[src/rtl/pipTypes.sv]
// rtl/pipTypes.sv - shared pipeline types for decode and issue stages
package pipTypes;

    localparam int ISSUE_WIDTH  = 2;
    localparam int INSERT_WIDTH = 4;

    typedef struct packed {
        logic [6:0] opcode;
        logic [4:0] rd;
        logic [4:0] rs1;
        logic [4:0] rs2;
    } dec_inst_t;

    typedef struct packed {
        dec_inst_t   inst;
        logic [10:0] tag;
    } iq_entry_t;

endpackage

[src/rtl/inst_queue.sv]
// rtl/inst_queue.sv - circular instruction queue between decode and issue
module inst_queue
    import pipTypes::*;
#(
    parameter int IQ_DEPTHLOG2 = 4
) (
    input  logic                                clock,
    input  logic                                reset_n,
    input  logic                                flush,
    input  logic                                ins_enable,
    input  logic                                ins_valid,
    input  logic [1:0]                          new_count,
    input  iq_entry_t [INSERT_WIDTH-1:0]        new_elements,
    output logic                                iq_full,
    output iq_entry_t [ISSUE_WIDTH-1:0]         out_elements,
    output logic [ISSUE_WIDTH-1:0]              out_valid,
    input  logic [1:0]                          deq_count,
    output logic [IQ_DEPTHLOG2:0]               occupancy
);

    localparam int                DEPTH   = 1 << IQ_DEPTHLOG2;
    localparam logic [IQ_DEPTHLOG2:0] DEPTH_W = (IQ_DEPTHLOG2 + 1)'(DEPTH);

    iq_entry_t                storage [DEPTH];
    logic [IQ_DEPTHLOG2-1:0]  head;
    logic [IQ_DEPTHLOG2-1:0]  tail;
    logic [IQ_DEPTHLOG2:0]    count;

    logic [IQ_DEPTHLOG2:0]    free_slots;
    logic                     do_ins;
    logic [2:0]               ins_num;
    logic [1:0]               num_valid;
    logic [1:0]               deq_eff;

    always_comb begin
        free_slots = DEPTH_W - count;
        iq_full    = free_slots < (IQ_DEPTHLOG2 + 1)'(INSERT_WIDTH);
        do_ins     = ins_enable & ins_valid & ~iq_full & ~flush;
        ins_num    = {1'b0, new_count} + 3'd1;
        num_valid  = (count > (IQ_DEPTHLOG2 + 1)'(1)) ? 2'd2 : count[1:0];
        // Over-large dequeue requests are clamped so head never passes tail.
        deq_eff    = (deq_count > num_valid) ? num_valid : deq_count;
    end

    always_comb begin
        out_elements = '0;
        out_valid    = '0;
        for (int k = 0; k < ISSUE_WIDTH; k++) begin
            out_elements[k] = storage[head + IQ_DEPTHLOG2'(k)];
            out_valid[k]    = count > (IQ_DEPTHLOG2 + 1)'(k);
        end
    end

    assign occupancy = count;

    always_ff @(posedge clock or negedge reset_n) begin
        if (!reset_n) begin
            head  <= '0;
            tail  <= '0;
            count <= '0;
        end else if (flush) begin
            head  <= '0;
            tail  <= '0;
            count <= '0;
        end else begin
            head  <= head + IQ_DEPTHLOG2'(deq_eff);
            if (do_ins) begin
                tail <= tail + IQ_DEPTHLOG2'(ins_num);
            end
            count <= count + (do_ins ? (IQ_DEPTHLOG2 + 1)'(ins_num) : '0)
                           - (IQ_DEPTHLOG2 + 1)'(deq_eff);
        end
    end

    // Storage carries no reset; slot indices wrap naturally past DEPTH-1.
    always_ff @(posedge clock) begin
        if (do_ins && reset_n) begin
            for (int k = 0; k < INSERT_WIDTH; k++) begin
                if (2'(k) <= new_count) begin
                    storage[tail + IQ_DEPTHLOG2'(k)] <= new_elements[k];
                end
            end
        end
    end

    deq_legal_a: assert property (@(posedge clock) disable iff (!reset_n)
        !flush |-> (deq_count <= num_valid));

endmodule

[config.mk]
export PLATFORM = sky130hd
export DESIGN_NAME = inst_queue
export DESIGN_NICKNAME = d
export VERILOG_FILES = /design/src/rtl/pipTypes.sv /design/src/rtl/inst_queue.sv
export SDC_FILE = /design/constraint.sdc
export NUM_CORES = 2
export LEC_CHECK = 0
export CORE_AREA = 2 2 418 296
export DETAILED_ROUTE_END_ITERATION = 12
export DIE_AREA = 0 0 420 298
export PLACE_DENSITY_LB_ADDON = 0.05
export SLEW_MARGIN = 40
export SYNTH_ARGS = -nofsm -noshare
export SYNTH_HDL_FRONTEND = slang
export SYNTH_SLANG_ARGS = --single-unit
[constraint.sdc]
create_clock -name clock -period 6.4 [get_ports clock]
set_input_delay 1.28 -clock clock [delete_from_list [all_inputs] [get_ports clock]]
set_output_delay 1.28 -clock clock [all_outputs]
set_load 0.02 [all_outputs]
After elaboration in Yosys (flattened, before gate mapping):

Memory sizes are Yosys's and may differ from the RTL's.
Index checks and enable logic that the tools add are counted.

* bits in registers: 13
* memories kept: 1
* bits of input ports: 141
* RAM bits: 528
* output and inout port bits: 74
* logic and storage cells: 48

* mux-type cells: 19
* magnitude comparators: 8
* reduce and logical (&&, ||, !) cells: 2
* bitwise gates (word level): 5
* add/subtract/negate cells: 10

Memories
* storage: depth 16, width 33, rd ports 2, clocked after memory_dff 0, write ports 4, line inst_queue.sv:24 `iq_entry_t storage [DEPTH];`

Operators with widths (count)
* 1-bit two-way mux: 12
* 4-bit two-way mux: 3
* 5-bit by 1-bit greater-than comparator with 1-bit output (second input constant): 2
* 4-bit by 1-bit adder with 4-bit output (second input constant): 2
* 4-bit by 2-bit adder with 4-bit output (second input constant): 2
* 5-bit by 3-bit adder with 5-bit output: 1
* 5-bit by 3-bit < comparator with 1-bit output (second input constant): 1
* 5-bit two-way mux: 1
* 5-bit by 2-bit subtractor with 5-bit output: 1
* 5-bit subtractor (first input constant): 1
* 4-bit by 2-bit adder with 4-bit output: 1
* 4-bit by 3-bit adder with 4-bit output: 1
* 1-bit by 2-bit <= comparator with 1-bit output (first input constant): 2
* 2-bit <= comparator (first input constant): 2
* 2-bit two-way mux: 2
* 2-bit by 1-bit adder with 3-bit output (second input constant): 1
* 1-bit bitwise AND: 3
* 3-bit two-way mux: 1
* 2-bit greater-than comparator: 1
* 1-bit NOT: 2
* 2-bit nonzero test: 1
* 1-bit logical AND: 1

Longest topological paths before layout:

* word-level depth: 9
* mapped depth: 18
* gate-level depth less buffers: 18

Worst setup path after synthesis:

OpenSTA, ideal clock, no wires.

* path kind: input -> register
* start point: input flush
* end point: memory storage[3][0] in the netlist's numbering (enable)
* setup time: 0.469 ns
* data required time: 5.931 ns
* data arrival time: 4.644 ns
* slack: 1.287 ns
* path buffers: 4
* stages on the path: 7
* path through: buf_2 and4b_1 buf_2 buf_4 buf_2 nand3_1 o21ai_0

RTL lines
* from (decl): line inst_queue.sv:9 `input logic flush,`
* to (decl): line inst_queue.sv:24

==> flow_metrics.py <==
metrics = {
    "routing": {
        "routed.top_layer": "met5",
        "dr_wl_met2_um": 96400,
        "wl_met3_um": 38200,
        "ant_nets": 0,
        "drtPass1Iterations": 6,
        "drc": 0,
        "post_drt_via_cell_ratio": 7.33,
        "met1Wirelength_um": 102000,
        "drt-total-wl_um": 247000,
        "first_iter_violations": 8018,
        "num_vias": 43486,
        "post_drt_wl_per_cell_um": 41.7,
    },
    "synth": {
        "synth_area_um2": 44600,
        "seq_area_frac_synth_pct": 36.3,
        "ys_ff_latch": 541,
        "synth.avg_cell_area_um2": 10.2,
        "synth_ff_type": "edfxtp_1",
        "synthArstFlopShare_pct": 2.40,
        "yosysWarnings": 0,
        "yosysUniqueCellTypes": 76,
        "syn_inst": 4358,
        "synth.net_count": 4525,
        "synth-edff-count": 528,
    },
    "clock_tree": {
        "cts_root_buf": "clkbuf_16",
        "post_cts_buffers": 0,
        "cts_resized": 0,
        "cts.sinks": 541,
        "cts.path.max_buffers": 3,
        "clock_latency_ns": 0.68,
        "postCtsHoldBufs": 0,
        "cts_made_buffers": 68,
        "cts_max_level": 3,
        "path_clk_slew_ns": 0.06,
        "cts_tree": "yes",
    },
    "cells_and_area": {
        "fill_cells": 11485,
        "fin_nets": 4415,
        "area_delta_synth_final_pct": 13.6,
        "final_common_cell": "edfxtp_1",
        "drive_gt1_share_pct": 18.6,
        "final_cell_mix": "528 x edfxtp_1, 373 x o21ai_0, 330 x mux4_2",
    },
    "setup_path": {
        "reg2reg_slack_ns": 1.57,
        "critPathLaunch": "head[0]",
        "critPathKind": "reg2out",
        "cp_max_fo": 62,
        "startpoint_type": "flop",
        "r2r-start": "occupancy[2]",
        "end_kind": "output pin",
        "rr_worst_depth": 7,
        "critPathRequiredTime_ns": 5.12,
        "r2r-end": "storage[4][16]",
        "cp.arrival_ns": 4.14,
    },
    "timing": {
        "rsz0062_at_grt": "no",
        "fin_skew_ns": 0.0165,
        "slew_viol_final": 0,
        "relSlewSlack_pct": 37.6,
        "hold_viol": 0,
        "worstMarginPinSlew_ns": 0.933,
        "worst_hold_slack_ns": 0.756,
        "setup_tns_ns": 0,
        "timing.fmax_mhz": 185,
        "setup_violations": 0,
        "period_share_pct": 84.6,
        "fin_crit_ns": 5.42,
    },
    "run_status": {
        "outcome": "finished clean",
    },
    "floorplanning": {
        "die_w_um": 420,
        "die_area_um2": 125000,
        "ios": 215,
        "std_cell_rows": 107,
        "initial_core_util_pct": 36.9,
        "die_height_um": 298,
        "core-area_um2": 121000,
    },
    "place": {
        "routabilityCongestion": 1.02,
        "io_buffers": 214,
        "hpwlAfterDp_um": 154000,
    },
    "grt": {
        "grt_max_degree": 108,
        "antenna_found_initial": 13,
        "grt_use_total_pct": 38.4,
        "overflow": 0,
        "grt_pass1_wl_um": 334000,
        "grt_pass1_vias": 39027,
    },
    "pwr": {
        "ir_drop_mv": 0.430,
        "leakagePower_nw": 17.1,
        "pwr_density_cell_nw_per_um2": 313,
    },
    "worst_hold_path": {
        "min_to": "tail[1]",
        "min_path_type": "reg2reg",
        "min_path_cells": 3,
        "hold_start": "tail[1]",
    },
    "flow_run": {
        "drv_cap": 0,
    },
}
[worst max-delay path: stages, from the launching register on]
cell and delay [ns]:
dfrtp_4 0.71, ha_4 0.64, buf_12 0.39, mux4_2 0.46, mux4_2 0.50, clkdlybuf4s50_1 0.56
[power by group]
part	leakage, nW	switching [W]	internal, W
Sequential	4.92	0.000116	0.00398
Combinational	11.2	0.00485	0.00311
Clock	0.970	0.00174	0.00208
Total	17.1	0.00670	0.00917
[layout make-up]
class | count | area [um^2] | area share (%)
multi-input combinational | 3149 | 26200 | 51.6
clock inverter | 22 | 124 | 0.245
clock buffer | 95 | 1880 | 3.71
inverter | 39 | 159 | 0.314
tap | 1635 | 2050 | 4.04
timing repair buffer | 449 | 4080 | 8.05
sequential | 541 | 16200 | 32.0
antenna | 6 | 15.0 | 0.0296
[state kept, by name, indices dropped and copies added, names as in the netlist]
register and cells:
occupancy 5, head 4, storage 528, tail 4
[stage by stage]
stage          total power, W  instance area [um^2]  std cells  worst slack, ns  util, %
3_5_place_dp           0.0119                 48500       5809             1.14     40.2
5_1_grt                0.0162                 50600       5933            0.855     41.9
3_3_place_gp           0.0119                 48400       5795             1.06     40.0
2_1_floorplan         0.00893                 44600       4358             1.29        -
4_1_cts                0.0157                 50500       5926            0.962     41.8
6_report               0.0159                 50600       5936            0.984     41.9
[cell usage after synthesis, types with 13 or more instances]
master    number  area share (%)
buf_4         15            0.25
o22ai_1       51            0.72
buf_1         87            0.73
a211oi_1      68             1.1
a22o_1        31            0.61
or3_1        156             2.2
nor4_1        23            0.32
mux2i_1      262             5.9
edfxtp_1     528              36
ha_1          23            0.65
nand2_1      330             2.8
or2_2         20            0.28
nand4_1       29            0.41
nor4b_1       22            0.43
o21bai_1     197             3.3
buf_2        129             1.4
clkbuf_1     393             3.3
inv_1         37            0.31
dfrtp_1       13            0.73
and2_1        28            0.39
nand3_1       21            0.24
nor3_1       136             1.5
o31ai_1      139             2.3
mux4_2       330              17
nand3b_1      34            0.57
o21ai_0      377             4.2
a22oi_1       79             1.3
nor4_2        14            0.39
a221oi_1      38            0.75
a21oi_1      298             3.3
nor2_1       169             1.4
or4_1         13            0.22
a32o_1        98             2.2
o21ai_1       44            0.49
[worst max-delay path by stage]
stage | cells after the start | endpoint
after floorplan | 7 | storage[3][0]
after global placement | 9 | storage[8][28]
after detailed placement | 8 | storage[12][29]
after CTS | 5 | out_elements[34]
after global routing | 5 | out_elements[46]
final | 5 | out_elements[47]
[logic make-up (layout without fill, tap and decap cells)]
logic type / after synthesis / in the layout / synth area share, %
AO/OA/AOI/OAI: 1464 / 1464 / 21.4
AND/OR/NAND/NOR: 1041 / 1041 / 12.2
buffers and inverters: 668 / 605 / 6.18
multiplexers: 603 / 603 / 22.8
flip-flops: 541 / 541 / 36.3
adder cells (fa/ha/maj): 26 / 26 / 0.780
XOR/XNOR: 15 / 15 / 0.328
other: 0 / 6 / 0
[per-layer routing]
layer  vias to the layer above  GRT usage [%]
met5                         -          0.886
met4                         6           14.7
met3                       566           14.5
met2                      3802           50.4
met1                     22154           56.2
li1                      16958              -
(Power assumes the default switching activity.)
